===== src/rtl/regfile_write_bank_pkg.sv =====
// Shared constants and FSM encodings for the register-file write bank.
package regfile_write_bank_pkg;

  localparam int unsigned REG_WIDTH  = 32;
  localparam int unsigned REG_COUNT  = 32;
  localparam int unsigned REG_ADDR_W = 5;

  localparam logic ST_IDLE  = 1'b0;
  localparam logic ST_CLEAR = 1'b1;

endpackage


===== src/rtl/regfile_write_bank_decoder_5to32.sv =====
// Combinational one-hot decoder with enable: dec_o = en_i ? (1 << sel_i) : 0.
module decoder_5to32
  import regfile_write_bank_pkg::*;
#(
  parameter int unsigned SEL_W = REG_ADDR_W,
  parameter int unsigned OUT_W = REG_COUNT
) (
  input  logic             en_i,
  input  logic [SEL_W-1:0] sel_i,
  output logic [OUT_W-1:0] dec_o
);

  always_comb begin
    dec_o = '0;
    for (int unsigned i = 0; i < OUT_W; i++) begin
      dec_o[i] = en_i && (sel_i == SEL_W'(i));
    end
  end

endmodule


===== src/rtl/regfile_write_bank.sv =====
// Register-file storage with a valid/ready write port and a sequential bulk-clear sweep.
module regfile_write_bank
  import regfile_write_bank_pkg::*;
#(
  parameter int unsigned WIDTH    = REG_WIDTH,
  parameter int unsigned NUM_REGS = REG_COUNT,
  parameter int unsigned ADDR_W   = REG_ADDR_W
) (
  input  logic                      clk_i,
  input  logic                      rst_ni,
  input  logic                      wr_valid_i,
  output logic                      wr_ready_o,
  input  logic [ADDR_W-1:0]         wr_addr_i,
  input  logic [WIDTH-1:0]          wr_data_i,
  input  logic                      clear_req_i,
  output logic                      clear_busy_o,
  output logic                      clear_done_o,
  output logic [NUM_REGS*WIDTH-1:0] reg_flat_o
);

  logic              state_q, state_d;
  logic [ADDR_W-1:0] cnt_q, cnt_d;
  logic              done_q, done_d;

  logic                wr_en;
  logic [NUM_REGS-1:0] wr_dec, sw_dec, reg_we;
  logic [WIDTH-1:0]    wdata;
  logic                unused_we0;

  assign wr_ready_o   = (state_q == ST_IDLE);
  assign clear_busy_o = (state_q == ST_CLEAR);
  assign clear_done_o = done_q;
  assign wr_en        = wr_valid_i && wr_ready_o;

  always_comb begin
    state_d = state_q;
    cnt_d   = cnt_q;
    done_d  = 1'b0;
    case (state_q)
      ST_IDLE: begin
        if (clear_req_i) begin
          state_d = ST_CLEAR;
          cnt_d   = ADDR_W'(1);
        end
      end
      ST_CLEAR: begin
        // Requests arriving mid-sweep are dropped; the sweep never restarts.
        if (cnt_q == ADDR_W'(NUM_REGS - 1)) begin
          state_d = ST_IDLE;
          cnt_d   = '0;
          done_d  = 1'b1;
        end else begin
          cnt_d = cnt_q + 1'b1;
        end
      end
      default: state_d = ST_IDLE;
    endcase
  end

  always_ff @(posedge clk_i or negedge rst_ni) begin
    if (!rst_ni) begin
      state_q <= ST_IDLE;
      cnt_q   <= '0;
      done_q  <= 1'b0;
    end else begin
      state_q <= state_d;
      cnt_q   <= cnt_d;
      done_q  <= done_d;
    end
  end

  decoder_5to32 #(
    .SEL_W (ADDR_W),
    .OUT_W (NUM_REGS)
  ) u_wr_dec (
    .en_i  (wr_en),
    .sel_i (wr_addr_i),
    .dec_o (wr_dec)
  );

  decoder_5to32 #(
    .SEL_W (ADDR_W),
    .OUT_W (NUM_REGS)
  ) u_sw_dec (
    .en_i  (clear_busy_o),
    .sel_i (cnt_q),
    .dec_o (sw_dec)
  );

  // wr_en is already gated off in CLEAR, so the sweep wins by construction.
  assign reg_we     = wr_dec | sw_dec;
  assign wdata      = clear_busy_o ? '0 : wr_data_i;
  assign unused_we0 = reg_we[0];

  assign reg_flat_o[WIDTH-1:0] = '0;

  for (genvar i = 1; i < NUM_REGS; i++) begin : g_reg
    logic [WIDTH-1:0] reg_q;

    always_ff @(posedge clk_i or negedge rst_ni) begin
      if (!rst_ni) begin
        reg_q <= '0;
      end else if (reg_we[i]) begin
        reg_q <= wdata;
      end
    end

    assign reg_flat_o[i*WIDTH +: WIDTH] = reg_q;
  end

endmodule

===== config.mk =====
export PLATFORM = sky130hd
export DESIGN_NAME = regfile_write_bank
export DESIGN_NICKNAME = d
export VERILOG_FILES = /design/src/rtl/regfile_write_bank_pkg.sv /design/src/rtl/regfile_write_bank_decoder_5to32.sv /design/src/rtl/regfile_write_bank.sv
export SDC_FILE = /design/constraint.sdc
export NUM_CORES = 1
export LEC_CHECK = 0
export BUFFER_PORTS_ARGS = -buffer_cell sky130_fd_sc_hd__buf_2
export CAP_MARGIN = 40
export CORE_AREA = 2 2 420 422
export CTS_CLUSTER_SIZE = 20
export DETAILED_ROUTE_END_ITERATION = 8
export DIE_AREA = 0 0 422 424
export PLACE_DENSITY_LB_ADDON = 0.25
export SYNTH_ARGS = -nofsm -noshare
export SYNTH_HDL_FRONTEND = slang
export SYNTH_HIERARCHICAL = 1
export SYNTH_SLANG_ARGS = --single-unit

===== constraint.sdc =====
create_clock -name clk_i -period 6.11 [get_ports clk_i]
set_input_delay 1.833 -clock clk_i [delete_from_list [all_inputs] [get_ports clk_i]]
set_output_delay 1.833 -clock clk_i [all_outputs]
set_load 0.005 [all_outputs]

==> results.md <==
- Outcome: completed
- Cell Area, Synth: 37,200 µm²
- Required @ worst endpoint: 4.28 ns
- Antenna violations before repair: 19
- Final nets: 4,455
- Setup tns final: 0 ns
- Unrepaired setup endpoints after global routing: false
- Crit path launch type: register
- Period utilization: 61.0%
- H-tree depth: 3
- Post-CTS setup buffers: 0
- Clk sinks: 999
- Cell count after synthesis: 3,479
- Area Growth Syn to Fin: 29.0%
- Hold depth: 2
- Final wirelength: 160,000 µm
- Routed vias: 28,400
- CTS tree: built
- Reg clk slew, reported paths: 0.06 ns
- F_max: 0.268 GHz
- Placeable Area: 175,000 µm²
- # resized after CTS: 0
- # DRC: 0
- Layout cell share with drive strength beyond 1: 30.9%
- Reg2Reg Setup Slack: 3.33 ns
- Crit Path Max Fanout: 33
- Final Max Slew Viols: 0
- Setup crit end kind: primary output
- Vias in the first global route: 27,200
- Final Hold Fails: 0
- DP HPWL: 110,000 µm
- Post-DP Area: 44,300 µm²
- Setup Skew: 0.0365 ns
- Hold Path Sink: g_reg[9].reg_q[31]$_DFFE_PN0P_
- Total power draw: 17,800 µW
- Hold Path Origin: g_reg[9].reg_q[31]$_DFFE_PN0P_
- Worst Hold Class: reg2reg
- Worst Path Arrival: 1.89 ns
- I/O Buffers: 1,035
- Total GRT Usage: 17.4%
- Leak: 0.0242 µW
- Worst r2r dst: g_reg[23].reg_q[13]$_DFFE_PN0P_
- Row count: 154
- Initial Util: 21.3%
- YS warnings: 6
- Worst-Margin Slew: 0.943 ns
- Die extent in y: 424 µm
- First-pass DRT Iterations: 5
- Grt total ovfl: 0
- Largest net degree at the start of global routing: 124
- Reg2reg path depth: 7
- Mean Syn Cell Area: 10.7 µm²
- Peak supply drop: 0.000200 V
- Routed WL per cell: 23.3 µm
- Final Critical Period: 3.73 ns
- Clk buf depth: 3
- Fin area: 48,000 µm²
- Full die area: 179,000 µm²
- Post-route ant nets: 0
- Worst R2R Start: clear_busy_o$_DFF_PN0_
- Avg Vias per Cell: 4.16
- Max-cap check violation count: 0
- CTS Hold Bufs: 0
- Power Density: 372 nW/µm²
- Fillcell total: 18,900
- Fin util: 27.4%
- Root Buffer: clkbuf_16
- Final Setup Violations: 0
- 1st-iter DRT viols: 1,881
- Num CTS Buffers: 113
- Worst setup path class: reg2out
- Clock Latency Late Sink: 0.77 ns
- First-pass GRT wire length: 221,000 µm
- Worst relative slew slack: 37.1%
- Num ports: 1,068
- Die Width: 422 µm
- Final GP Congestion: 0.783
-- routing by layer --
layer / wire (µm) / vias to the layer above / track usage [%]
li1: - / 13400 / -
met1: 63500 / 13900 / 20.9
met2: 80700 / 844 / 30.4
met3: 8650 / 257 / 3.37
met4: 6810 / 8 / 7.38
met5: 51 / - / 0
-- worst max-delay path, cell delays in order (launching register included) --
cell and delay, ns:
dfrtp_1 0.43, inv_8 0.41, buf_2 0.22
-- per-stage QoR --
| stage | worst slack, ns | std cells | hold slack [ns] |
|---|---|---|---|
| final | 2.38 | 6845 | 0.469 |
| after global routing | 2.28 | 6838 | 0.490 |
| after CTS | 2.26 | 6837 | 0.473 |
| after detailed placement | 2.09 | 6636 | 0.459 |
| after global placement | 2.00 | 6621 | 0.457 |
| after floorplan | 2.89 | 3510 | 0.473 |
-- placed cells by master, fill, tap and decap left out, drive strengths merged, types with 2 or more instances in the layout --
cell	instances
inv	6
or4b	2
nand2b	5
nand2	1026
buf	1110
nor2	97
ha	3
dfrtp	999
o22ai	2
or2	2
nand4b	6
diode	8
nand4bb	6
clkinv	13
bufinv	5
o21ai	992
conb	32
clkbuf	177
clkinvlp	2
nand4	2
a22o	2
-- flip-flops by register name, summed over array words and instances (netlist names) --
name / cells
clear_busy_o: 1
clear_done_o: 1
cnt_q: 5
g.reg_q: 992
-- worst max path at each step --
stage	from	end	slack [ns]	cells after the start
after CTS	clear_busy_o$_DFF_PN0_	wr_ready_o	2.26	2
after global placement	wr_valid_i	g_reg[7].reg_q[23]$_DFFE_PN0P_	2.00	8
after detailed placement	wr_valid_i	g_reg[1].reg_q[13]$_DFFE_PN0P_	2.09	7
final	clear_busy_o$_DFF_PN0_	wr_ready_o	2.38	2
after global routing	clear_busy_o$_DFF_PN0_	wr_ready_o	2.28	2
after floorplan	wr_valid_i	g_reg[3].reg_q[11]$_DFFE_PN0P_	2.89	7
-- report_power, final --
part	leakage [µW]	switching, µW	internal (µW)
combinational	0.00851	2320	954
clock	0.00180	2870	3960
sequential	0.0139	402	7320
-- cell type report --
type / count / area, µm² / share of cell area [%]
Antenna cell: 8 / 20.0 / 0.0417
Tap cell: 2340 / 2930 / 6.10
Clock inverter: 24 / 317 / 0.660
Multi-Input combinational cell: 2185 / 10300 / 21.4
Clock buffer: 177 / 3360 / 7.00
Timing Repair Buffer: 1110 / 6080 / 12.7
Inverter: 2 / 15.0 / 0.0313
Sequential cell: 999 / 25000 / 52.1
Note: power is estimated with default switching activity, not from simulation.
